**config.mk**
```make
export PLATFORM = sky130hd
export DESIGN_NAME = demux1x2_stream
export DESIGN_NICKNAME = d
export VERILOG_FILES = /design/src/rtl/demux1x2_stream.sv
export SDC_FILE = /design/constraint.sdc
export NUM_CORES = 1
export LEC_CHECK = 0
export ABC_AREA = 1
export CAP_MARGIN = 20
export CORE_AREA = 2 2 65 67
export DETAILED_ROUTE_END_ITERATION = 6
export DIE_AREA = 0 0 67 69
export GPL_TIMING_DRIVEN = 0
export PLACE_DENSITY = 0.78
export SLEW_MARGIN = 20
export SYNTH_ARGS = -nofsm -noshare
export SYNTH_HDL_FRONTEND = slang
export SYNTH_SLANG_ARGS = --single-unit
```
**constraint.sdc**
```tcl
create_clock -name clk -period 1.6 [get_ports clk]
set_input_delay 0.32 -clock clk [delete_from_list [all_inputs] [get_ports clk]]
set_output_delay 0.32 -clock clk [all_outputs]
set_load 0.005 [all_outputs]
```
**src/rtl/demux1x2_stream.sv**
```systemverilog
// 1-to-2 valid/ready stream demultiplexer with packet-locked routing.
// Each output channel owns a one-entry register slice that drains independently.
module demux1x2_stream #(
    parameter int unsigned DATA_WIDTH = 16
) (
    input  logic                  clk,
    input  logic                  reset,
    input  logic                  in_valid,
    output logic                  in_ready,
    input  logic [DATA_WIDTH-1:0] in_data,
    input  logic                  in_sel,
    input  logic                  in_last,
    output logic                  out0_valid,
    input  logic                  out0_ready,
    output logic [DATA_WIDTH-1:0] out0_data,
    output logic                  out0_last,
    output logic                  out1_valid,
    input  logic                  out1_ready,
    output logic [DATA_WIDTH-1:0] out1_data,
    output logic                  out1_last,
    output logic                  sel_err
);

    typedef enum logic [0:0] {StIdle, StLock} state_e;

    state_e                state_q, state_d;
    logic                  locked_sel_q, locked_sel_d;
    logic                  sel_err_q, sel_err_d;
    logic                  out0_valid_q, out0_valid_d;
    logic                  out1_valid_q, out1_valid_d;
    logic [DATA_WIDTH-1:0] out0_data_q, out1_data_q;
    logic                  out0_last_q, out1_last_q;

    logic route;
    logic accept;
    logic load0, load1;

    always_comb begin
        state_d      = state_q;
        locked_sel_d = locked_sel_q;

        // Only the routed channel can stall the input; the other may be full.
        route    = (state_q == StLock) ? locked_sel_q : in_sel;
        in_ready = route ? (~out1_valid_q | out1_ready) : (~out0_valid_q | out0_ready);
        accept   = in_valid & in_ready;
        load0    = accept & ~route;
        load1    = accept & route;

        if (accept) begin
            case (state_q)
                StIdle: begin
                    if (!in_last) begin
                        state_d      = StLock;
                        locked_sel_d = in_sel;
                    end
                end
                StLock: begin
                    if (in_last) begin
                        state_d = StIdle;
                    end
                end
                default: state_d = StIdle;
            endcase
        end

        sel_err_d = accept && (state_q == StLock) && (in_sel != locked_sel_q);

        // A reload in the same cycle as a drain keeps the slot full.
        out0_valid_d = load0 | (out0_valid_q & ~out0_ready);
        out1_valid_d = load1 | (out1_valid_q & ~out1_ready);
    end

    always_ff @(posedge clk or posedge reset) begin
        if (reset) begin
            state_q      <= StIdle;
            locked_sel_q <= 1'b0;
            sel_err_q    <= 1'b0;
            out0_valid_q <= 1'b0;
            out1_valid_q <= 1'b0;
        end else begin
            state_q      <= state_d;
            locked_sel_q <= locked_sel_d;
            sel_err_q    <= sel_err_d;
            out0_valid_q <= out0_valid_d;
            out1_valid_q <= out1_valid_d;
        end
    end

    always_ff @(posedge clk or posedge reset) begin
        if (reset) begin
            out0_data_q <= '0;
            out0_last_q <= 1'b0;
            out1_data_q <= '0;
            out1_last_q <= 1'b0;
        end else begin
            if (load0) begin
                out0_data_q <= in_data;
                out0_last_q <= in_last;
            end
            if (load1) begin
                out1_data_q <= in_data;
                out1_last_q <= in_last;
            end
        end
    end

    assign out0_valid = out0_valid_q;
    assign out0_data  = out0_data_q;
    assign out0_last  = out0_last_q;
    assign out1_valid = out1_valid_q;
    assign out1_data  = out1_data_q;
    assign out1_last  = out1_last_q;
    assign sel_err    = sel_err_q;

endmodule

```
==> qor.yml <==
run_status:
  status: "completed"
final_layout:
  final_common_cell: "clkdlybuf4s50_1"
  fin_nets: 254
  num_antenna_cells: 0
  final_cell_mix: "clkdlybuf4s50_1 (58), dfrtp_1 (39), nand2_1 (38)"
  syn_to_final_growth_pct: 50.59
  final_layout_size_suffix_gt1_share_pct: 29.31
  finalInstanceArea_um2: 2544
logic_synthesis:
  ys_seq_elements: 39
  synth_top_family_by_area: "compound AO/OA/AOI/OAI gates"
  ys_types: 17
  syn-num-nets: 179
  syn_inst: 156
  synth-adder-area-share_pct: 0
  synth_area_um2: 1689
  synth_area_per_cell_um2: 10.83
  synth_compound_area_share_pct: 17.26
  synth-simple-area-share_pct: 16.00
  muxShareOfSynthArea_pct: 0
  yosysSeqAreaShare_pct: 57.78
  synth_xor_area_share_pct: 0.5185
  yosys_warnings: 0
timing:
  rsz0062_at_grt: "no"
  setup_viol: 0
  period_share_pct: 93.83
  finClkSkew_ns: 0.008510
  slew_headroom_pct: 76.96
  clock.fmax_mhz: 666.1
  fin_ws_ns: 0.09867
  tightest_slew_ns: 0.3450
  drv_slew: 0
  holdWs_ns: 0.3053
  report.final.hold_viol_count: 0
  min_period_ns: 1.501
critical_path:
  cp.arrival_ns: 1.18
  crit_family: "buffers and inverters"
  r2r-end: "out0_last"
  path_buf_inv: 1
  slowest_delay_ns: 0.51
  timing.rr.start: "state_q"
  end_kind: "primary output"
  cp_max_fo: 2
  cp_data_required_time_ns: 1.28
  reg2reg_slack_ns: 0.24
  start_kind: "flop"
  path_cells: "clkdlybuf4s50_1"
  crit_slowest_cell: "clkdlybuf4s50_1"
  worst-r2r-cell-count: 6
  path_class: "flop to primary output"
die:
  die_area_um2: 4623
  core_um2: 3914
  ios: 61
  die_y_um: 69
  start_util_pct: 43.16
  die_w_um: 67
  rows: 23
run:
  max_cap_viol_count: 0
power:
  p_int_mw: 3.240
  combPwrFrac_pct: 46.2
  power.share.clock_pct: 17.6
  p_leak_nw: 1.202
  p_per_area_nw_per_um2: 1855
  seqPwrFrac_pct: 36.3
  p_switching_mw: 1.478
  ir_drop_mv: 0.9863
  swShare_pct: 31.33
global_route:
  grt_start_max_net_pins: 26
  grt_first_pass_wirelength_um: 5858
  grt_pass1_vias: 1324
  antenna_found_initial: 0
  grtUsageTotal_pct: 16.84
  overflow: 0
clocking:
  clockBufferDepth: 2
  insertion_delay_ns: 0.29
  root_buffer: "clkbuf_8"
  cts_buffers: 5
  cts_hold_buf: 0
  clk_pin_slew_ns: 0.07
  cts_htree_levels: 2
  clock-sinks: 39
  cts_tree: "done"
route:
  first_iter_violations: 65
  vias: 1309
  vias_per_cell: 4.642
  routed_wl_um: 3542
  wl_per_cell_um: 12.56
  ant_nets: 0
  drc: 0
  firstDrtPassIters: 4
place:
  dp_worst_setup_slack_ns: -0.4512
  dpl_cell_area_um2: 2372
  hpwl_um: 2586
  gp_congestion: 0.7325
  io_buffers: 60
worst_hold_path:
  hp-class: "input port to async pin"
-- sequential cells by signal, indices dropped and copies added (netlist names) --
signal,flops
locked_sel_q,1
out0_data,16
out0_last,1
out0_valid,1
out1_data,16
out1_last,1
out1_valid,1
sel_err,1
state_q,1
-- per-layer routing --
layer	wire length [µm]	global-route usage (%)	vias up
met2	1774	28.27	49
met1	1452	19.63	611
met5	0	0	-
li1	-	-	642
met3	242	4.078	7
met4	73	8.163	0
-- cell families (layout without fill, tap and decap cells) --
kind of cell / count (synthesis) / count (layout)
xor gates and xnor gates: 1 / 1
AOI/OAI and AO/OA: 35 / 35
buffers and inverters: 27 / 103
DFF: 39 / 39
and+or+nand+nor: 54 / 54
-- final cells by class --
type	instances	area [µm²]
fillers	327	1370
flip-flops and latches	39	975.9
repair buffers	68	666.9
multi-input cells	90	578.1
clock buffers	6	82.58
inverters	21	78.83
plain buffers	6	63.81
well taps	50	62.56
clock inverters	2	35.03
-- cell usage after synthesis --
cell type / number / area share (%)
buf_4: 1 / 0.44
nand4_4: 1 / 1.3
xnor2_1: 1 / 0.52
inv_2: 1 / 0.22
nand4_1: 1 / 0.37
nand2_1: 41 / 9.1
nor3_2: 1 / 0.59
nand2_2: 4 / 1.5
nor2_1: 1 / 0.22
o21ai_1: 4 / 1.2
inv_1: 20 / 4.4
nand3_1: 2 / 0.59
dfrtp_1: 39 / 58
buf_6: 5 / 3.3
o21ai_2: 31 / 16
nand2_4: 2 / 1.3
nand3_4: 1 / 1.0
-- worst max-delay path by stage --
stage                           from  cells past startpoint           end  slack (ns)
after floorplan                reset                      1  locked_sel_q        0.39
after global placement         reset                      2     out0_last       -0.45
after detailed placement      in_sel                      6      in_ready       -0.45
after CTS                    state_q                      6      in_ready       0.001
after global routing         state_q                      6      in_ready        0.05
final                     out0_valid                      1    out0_valid         0.1
-- repair_timing --
action                     4_1_cts  5_1_grt
buffers inserted                 5        2
pin swaps                        3        2
setup endpoints to repair        1        1
resized for setup                7        1
-- power by group through the flow --
stage	clock network, mW	registers (mW)	logic, mW
final	0.828	1.71	2.18
after CTS	0.852	1.72	2.17
after floorplan	0	1.74	0.934
after global placement	0	1.72	2.05
after detailed placement	0	1.72	2.10
after global routing	0.901	1.77	2.38
-- per-stage QoR --
step	util (%)	setup TNS (ns)	power, mW	cells
2_1_floorplan	-	0	2.675	156
4_1_cts	64.77	0	4.745	280
3_3_place_gp	60.10	-18.59	3.763	266
3_5_place_dp	60.61	-1.521	3.828	267
5_1_grt	64.99	0	5.049	282
6_report	64.99	0	4.718	282
Note: power is estimated with default switching activity, not from simulation.
